==> src/rtl/button_pkg.sv <==
// Shared definitions for the push-button conditioning blocks.
package button_pkg;

    localparam int SYNC_DEPTH = 2;

    typedef enum logic [2:0] {
        IDLE        = 3'd0,
        PRESS_CHK   = 3'd1,
        PRESSED     = 3'd2,
        REPEAT      = 3'd3,
        RELEASE_CHK = 3'd4
    } state_t;

endpackage

==> src/rtl/sync2.sv <==
// Two-flop synchronizer for an asynchronous single-bit input.
module sync2
    import button_pkg::*;
(
    input  logic clk,
    input  logic rst,
    input  logic d,
    output logic q
);

    logic [SYNC_DEPTH-1:0] ff;

    always_ff @(posedge clk) begin
        if (rst) ff <= '0;
        else     ff <= {ff[SYNC_DEPTH-2:0], d};
    end

    assign q = ff[SYNC_DEPTH-1];

endmodule

==> src/rtl/button_pulse_gen.sv <==
// Synchronizes, debounces and auto-repeats a raw push-button into one-cycle pulses.
module button_pulse_gen
    import button_pkg::*;
#(
    parameter int DEBOUNCE_CYCLES = 1000,
    parameter int HOLD_CYCLES     = 50000,
    parameter int REPEAT_CYCLES   = 10000,
    parameter int CNT_W           = 20
) (
    input  logic clk,
    input  logic rst,
    input  logic btn_in,
    output logic pulse,
    output logic level,
    output logic held
);

    localparam logic             HOLD_EN = (HOLD_CYCLES != 0);
    localparam logic [CNT_W-1:0] DEB_MAX = CNT_W'(DEBOUNCE_CYCLES - 1);
    // Value is irrelevant when auto-repeat is disabled; avoid a negative constant.
    localparam logic [CNT_W-1:0] HOLD_MAX = CNT_W'(HOLD_EN ? HOLD_CYCLES - 1 : 0);
    localparam logic [CNT_W-1:0] REP_MAX  = CNT_W'(REPEAT_CYCLES - 1);

    state_t           state, state_nxt;
    logic [CNT_W-1:0] cnt, cnt_nxt;
    logic             pulse_nxt, level_nxt, held_nxt;
    logic             btn_s;

    sync2 u_sync (
        .clk (clk),
        .rst (rst),
        .d   (btn_in),
        .q   (btn_s)
    );

    always_ff @(posedge clk) begin
        if (rst) begin
            state <= IDLE;
            cnt   <= '0;
            pulse <= 1'b0;
            level <= 1'b0;
            held  <= 1'b0;
        end else begin
            state <= state_nxt;
            cnt   <= cnt_nxt;
            pulse <= pulse_nxt;
            level <= level_nxt;
            held  <= held_nxt;
        end
    end

    always_comb begin
        state_nxt = state;
        cnt_nxt   = cnt + CNT_W'(1);
        pulse_nxt = 1'b0;
        case (state)
            IDLE: begin
                cnt_nxt = '0;
                if (btn_s) state_nxt = PRESS_CHK;
            end
            PRESS_CHK: begin
                if (!btn_s) begin
                    state_nxt = IDLE;
                    cnt_nxt   = '0;
                end else if (cnt == DEB_MAX) begin
                    state_nxt = PRESSED;
                    cnt_nxt   = '0;
                    pulse_nxt = 1'b1;
                end
            end
            PRESSED: begin
                // Release is checked first so it beats a coincident hold expiry.
                if (!btn_s) begin
                    state_nxt = RELEASE_CHK;
                    cnt_nxt   = '0;
                end else if (HOLD_EN && cnt == HOLD_MAX) begin
                    state_nxt = REPEAT;
                    cnt_nxt   = '0;
                    pulse_nxt = 1'b1;
                end
            end
            REPEAT: begin
                if (!btn_s) begin
                    state_nxt = RELEASE_CHK;
                    cnt_nxt   = '0;
                end else if (cnt == REP_MAX) begin
                    cnt_nxt   = '0;
                    pulse_nxt = 1'b1;
                end
            end
            RELEASE_CHK: begin
                if (btn_s) begin
                    state_nxt = PRESSED;
                    cnt_nxt   = '0;
                end else if (cnt == DEB_MAX) begin
                    state_nxt = IDLE;
                    cnt_nxt   = '0;
                end
            end
            default: begin
                state_nxt = IDLE;
                cnt_nxt   = '0;
            end
        endcase
    end

    // Status outputs follow the state being entered so they stay registered.
    assign level_nxt = (state_nxt == PRESSED) || (state_nxt == REPEAT) || (state_nxt == RELEASE_CHK);
    assign held_nxt  = (state_nxt == REPEAT);

endmodule

==> config.mk <==
export PLATFORM = sky130hd
export DESIGN_NAME = button_pulse_gen
export DESIGN_NICKNAME = d
export VERILOG_FILES = /design/src/rtl/button_pkg.sv /design/src/rtl/sync2.sv /design/src/rtl/button_pulse_gen.sv
export SDC_FILE = /design/constraint.sdc
export NUM_CORES = 1
export LEC_CHECK = 0
export CORE_ASPECT_RATIO = 1.2
export CORE_MARGIN = 1.5
export CORE_UTILIZATION = 58
export CTS_CLUSTER_DIAMETER = 80
export DETAILED_ROUTE_END_ITERATION = 8
export PLACE_DENSITY = 0.77
export SYNTH_ARGS = -nofsm -noshare
export SYNTH_HDL_FRONTEND = slang
export SYNTH_SLANG_ARGS = --single-unit
export TNS_END_PERCENT = 1
==> constraint.sdc <==
create_clock -name clk -period 2.2 [get_ports clk]
set_input_delay 0.44 -clock clk [delete_from_list [all_inputs] [get_ports clk]]
set_output_delay 0.44 -clock clk [all_outputs]
set_load 0.03 [all_outputs]
==> flow_summary.ini, run 1 <==
[cells_and_area]
multiInputGateArea_um2 = 782
syn_to_final_growth_pct = 14.6
fin_cells = 195
design_area_mm2 = 0.00155
antenna_cells = 0
layout.nets = 169
seq_area_um2 = 563
nFillCells = 178
drive_above_1_share = 0.159

[power_and_ir_drop]
clkPwrFrac = 0.327
power_density_mw_per_mm2 = 512
intPower_uw = 622
p_sw_frac = 0.219
leakage_nw = 0.502
p_comb_frac = 0.028
p_switching_uw = 174
pwr-share-seq = 0.644
vdd_drop_max_mv = 0.449

[placement]
place_ws_ns = 0.0524
placed_area_mm2 = 0.00147
portBuffers = 5
dpl.cell_count = 189
dp_hpwl_um = 2000
finalWeightedCongestion = 0.880

[logic_synthesis]
ys_types = 37
synth_fp_nets = 156
synth_top_area_cell = dfxtp_1
ys_seq_area_frac = 0.413
synth_flop_cell = dfxtp_1
ys_async_sr_fraction = 0
yosysWarnings = 0
avgSynthCellArea_um2 = 8.92
synth_edf_count = 0
syn_area_mm2 = 0.00136
syn_inst = 152
synthTopCellsByCount = dfxtp_1 (28), nor3_1 (23), nand3_1 (12)
yosys_register_bits = 28
synth_top_area_share = 0.413
yosysMostFrequentCell = dfxtp_1
synthTopCellsByArea = dfxtp_1 (41%), nor3_1 (8.5%), xnor2_1 (5.8%), xor2_1 (5.8%), nand3_1 (4.4%)

[setup_path]
critPathKind = flop to flop
path_buf_inv = 1
worstPathArrival_ns = 2.43
crit_path_cell_trace = or4_4, nor4b_4, a31oi_4, a221oi_4, buf_2, nor3_1
required_ns = 2.44
critPathTopFamily = simple AND/OR/NAND/NOR gates
cp_max_fo = 5
end_kind = flop
critPathMaxStageDelay_ns = 0.55
critPathLaunchType = flop
slowest_stage = or4_4

[floorplan]
die_h_um = 56.0
ios = 6
rows = 19
start_util = 0.601
die_area_mm2 = 0.00264
fp.dieW_um = 47.1
coreArea_mm2 = 0.00226

[clock_network]
cts_buffers = 3
cts_sinks = 28
cts_tree = built
clk_latency_ns = 0.34
cts_hold_buf = 0
root_buffer = clkbuf_4
clk_pin_slew_ns = 0.15
clock_path_buffers = 2
htree_levels = 1

[grt]
grt_pass1_wl_um = 5060
antenna_found_initial = 0
gr-total-overflow = 0
grt_usage = 0.259
first_global_vias = 1176
grt_max_degree = 21

[route]
drtIter0Drc = 67
drc = 0
via_per_inst = 6.28
drt_first_pass_iters = 4
drt_wl_total_um = 3060
wl_per_cell_um = 15.7
via_count = 1225
ant_nets = 0

[timing]
hold_viol_final = 0
rsz0062_at_grt = true
slew_viol_final = 0
fin_ws_ns = 0.0107
finalWorstPathRequiredPeriod_ns = 2.19
setup_viol = 0
fin_crit_sh = 0.995
worst_pin_slew_ns = 0.680
slew_headroom = 0.543
fin_skew_ns = 0.00353
clock.fmax_mhz = 457

[hold_path]
min_path_type = flop to flop

[status]
status = completed

[job]
cap_violations = 0
[sequential cells by signal (all words and copies together), names as in the netlist]
register,cells
held,1
u_sync.ff,2
pulse,1
level,1
cnt,20
state,3
[worst paths after layout]
| check | from | slack, ns | end | cells past startpoint |
|---|---|---|---|---|
| hold reg to reg | cnt[0] | 0.46 | cnt[0] | 1 |
| setup / recovery | cnt[17] | 0.01 | cnt[5] | 6 |
| setup reg to reg | cnt[17] | 0.01 | cnt[5] | 6 |
| hold / removal | cnt[0] | 0.46 | cnt[0] | 1 |
[power groups by stage]
stage	clock network (mW)	registers, mW	logic (mW)
5_1_grt	0.272	0.514	0.0240
2_1_floorplan	0	0.521	0.0141
4_1_cts	0.255	0.513	0.0184
3_3_place_gp	0	0.523	0.0180
3_5_place_dp	0	0.524	0.0183
6_report	0.261	0.513	0.0226
[kinds of logic after synthesis]
logic type | share of synthesized area
xor gates and xnor gates | 0.116
AOI/OAI and AO/OA | 0.0683
DFF | 0.413
and+or+nand+nor | 0.362
buffers and inverters | 0.0314
adders and majority gates | 0.00922
[per-layer routing]
layer | track usage | wire [um] | vias up
li1 | - | - | 584
met1 | 0.327 | 1320 | 584
met2 | 0.399 | 1530 | 47
met3 | 0.0455 | 139 | 10
met4 | 0.147 | 65 | 0
met5 | 0 | 0 | -
[per-stage QoR]
| stage | TNS, ns | hold slack [ns] | power [mW] | util |
|---|---|---|---|---|
| final | 0 | 0.458 | 0.796 | 0.688 |
| after global routing | -0.780 | 0.479 | 0.810 | 0.688 |
| after CTS | 0 | 0.478 | 0.786 | 0.669 |
| after detailed placement | 0 | 0.457 | 0.542 | 0.653 |
| after global placement | 0 | 0.443 | 0.541 | 0.653 |
| after floorplan | 0 | 0.414 | 0.535 | - |
[area by class of cell]
cell class,instances,area share
clock buffers,4,0.0233
flip-flops and latches,28,0.362
repair buffers,16,0.0837
inverters,1,0.00242
well taps,31,0.0250
multi-input cells,115,0.503
[repair_timing]
item / CTS / global route
gates resized for setup: 0 / 9
setup endpoints to repair: 0 / 20
setup buffers: 0 / 0
[cells in the final DEF (no fill, tap or decap), types with 2 or more instances in the layout]
cell type	count
xnor2_1	9
nand3_1	12
nor3_1	23
clkbuf_4	3
xor2_1	9
a21oi_1	4
or3b_2	3
nand4_1	7
nand2_1	6
buf_4	10
clkdlybuf4s50_1	5
nor2b_1	3
nor4b_1	2
dfxtp_1	26
nor2_1	9
and3_1	5
dfxtp_2	2
nor4_1	2
nor4bb_1	2
Power figures use the tool's default switching activity.
==> run 2, diff against run 1 <==
Settings changed: PLACE_DENSITY 0.77 to 0.87.
==> run 2 against run 1 <==
Against the previous run: clock power increased by 29%; critical path depth increased by 1; cell area increased by 1.1%; critical endpoint is now cnt[9]; hold slack improved by 0.00064 ns; global-route usage decreased by 1.1 points; largest cell class unchanged; core utilization increased by 0.78 points; non-clock buffer count unchanged; routed wire length decreased by 1.5%.
==> flow_summary.ini, run 2 (synthesized netlist as in run 1, its figures left out) <==
[status]
status = completed

[route]
wl_per_cell_um = 15.4
ant_nets = 0
drt_first_pass_iters = 4
drt_wl_total_um = 3010
via_per_inst = 6.12
drc = 0
drtIter0Drc = 26
via_count = 1193

[cells_and_area]
registers.top_by_ff_count = cnt
multiInputGateArea_um2 = 761
seq_area_um2 = 562
fin_cells = 195
syn_to_final_growth_pct = 15.9
reg_top3 = cnt x20, state x3, u_sync.ff x2
design_area_mm2 = 0.00157
drive_above_1_share = 0.152
nFillCells = 174
largest_register_ffs = 20
final_common_cell = dfxtp_1
antenna_cells = 0
final_cell_mix = dfxtp_1 (27), nor3_1 (23), nand3_1 (12)
layout.nets = 169

[clock_network]
root_buffer = clkbuf_4
clk_pin_slew_ns = 0.14
cts_sinks = 28
cts_buffers = 3
clk_latency_ns = 0.34
htree_levels = 1
clock_path_buffers = 2
cts_tree = built
cts_hold_buf = 0

[floorplan]
fp.dieW_um = 47.1
coreArea_mm2 = 0.00226
ios = 6
start_util = 0.601
die_area_mm2 = 0.00264
rows = 19
die_h_um = 56.0

[timing]
hold_viol_final = 0
fin_crit_sh = 0.972
setup_viol = 0
fin_skew_ns = 0.00287
slew_viol_final = 0
finalWorstPathRequiredPeriod_ns = 2.14
clock.fmax_mhz = 468
slew_headroom = 0.538
worst_pin_slew_ns = 0.687

[power_and_ir_drop]
p_comb_frac = 0.028
intPower_uw = 707
power_density_mw_per_mm2 = 556
p_sw_frac = 0.191
p_switching_uw = 166
clkPwrFrac = 0.385
vdd_drop_max_mv = 0.450
leakage_nw = 0.517
power_uw = 873
pwr-share-seq = 0.587

[setup_path]
required_ns = 2.44
worstPathArrival_ns = 2.37
critPathLaunchType = flop
r2r_start = cnt[16]
critPathKind = flop to flop
critPathTopFamily = simple AND/OR/NAND/NOR gates
r2r_slack_ns = 0.06
crit_path_cell_trace = or4_4, nor4b_4, a31oi_2, a221oi_2, buf_4, clkbuf_16, nor3_1
critPathMaxStageDelay_ns = 0.56
end_kind = flop
slowest_stage = or4_4
cp_max_fo = 10
startpoint = cnt[16]
path_buf_inv = 2

[grt]
grt_pass1_wl_um = 4730
gr-total-overflow = 0
first_global_vias = 1074
grt_max_degree = 21
antenna_found_initial = 0
grt_usage = 0.248

[hold_path]
min_path_type = flop to flop
worstHoldStart = u_sync.ff[0]

[placement]
portBuffers = 5
dp_hpwl_um = 2040
placed_area_mm2 = 0.00148
finalWeightedCongestion = 0.908
dpl.cell_count = 188

[job]
cap_violations = 0
## run 2: changes by cell type in the layout (fill, tap and decap cells not counted), sizes merged
cell,delta
buf,-1
bufinv,+1
## run 2: final cells by class
| cell class | instances | area share |
|---|---|---|
| multi-input cells | 115 | 0.484 |
| flip-flops and latches | 28 | 0.357 |
| repair buffers | 16 | 0.0979 |
| well taps | 31 | 0.0247 |
| clock inverters | 1 | 0.0191 |
| clock buffers | 3 | 0.0143 |
| inverters | 1 | 0.00239 |
## run 2: worst paths after layout
path,endpoint,depth (start not counted)
worst min register to register,u_sync.ff[1],1
worst max-delay path,cnt[9],7
worst max register to register,cnt[9],7
worst min-delay path,u_sync.ff[1],1
## run 2: routing by layer
| layer | vias up | routed length (um) | global-route usage |
|---|---|---|---|
| met1 | 574 | 1290 | 0.314 |
| li1 | 584 | - | - |
| met5 | - | 0 | 0 |
| met2 | 27 | 1540 | 0.397 |
| met3 | 8 | 95 | 0.0292 |
| met4 | 0 | 95 | 0.123 |
## run 2: per-stage QoR
step / TNS (ns) / hold slack, ns / utilization / setup WS, ns
after floorplan: 0 / 0.414 / - / 0.169
after global routing: -0.191 / 0.475 / 0.696 / -0.0251
after CTS: 0 / 0.462 / 0.678 / 0.0176
after detailed placement: 0 / 0.427 / 0.655 / 0.0674
after global placement: 0 / 0.432 / 0.655 / 0.140
final: 0 / 0.459 / 0.696 / 0.0610
## run 2: repair_timing
action | 4_1_cts | 5_1_grt
setup buffers | 0 | 2
gates resized for setup | 0 | 4
setup endpoints to repair | 0 | 21
## run 2: worst register-to-register path, cell delays in order (launching register included)
cell	delay, ns
dfxtp_1	0.34
or4_4	0.56
nor4b_4	0.35
a31oi_2	0.17
a221oi_2	0.26
buf_4	0.17
clkbuf_16	0.15
nor3_1	0.05
## run 2: power groups by stage
| stage | Combinational, mW | Sequential, mW | Clock [mW] |
|---|---|---|---|
| floorplan | 0.0141 | 0.521 | 0 |
| global placement | 0.0194 | 0.523 | 0 |
| detailed placement | 0.0202 | 0.523 | 0 |
| CTS | 0.0203 | 0.512 | 0.344 |
| global route | 0.0256 | 0.513 | 0.363 |
| finish | 0.0244 | 0.513 | 0.337 |
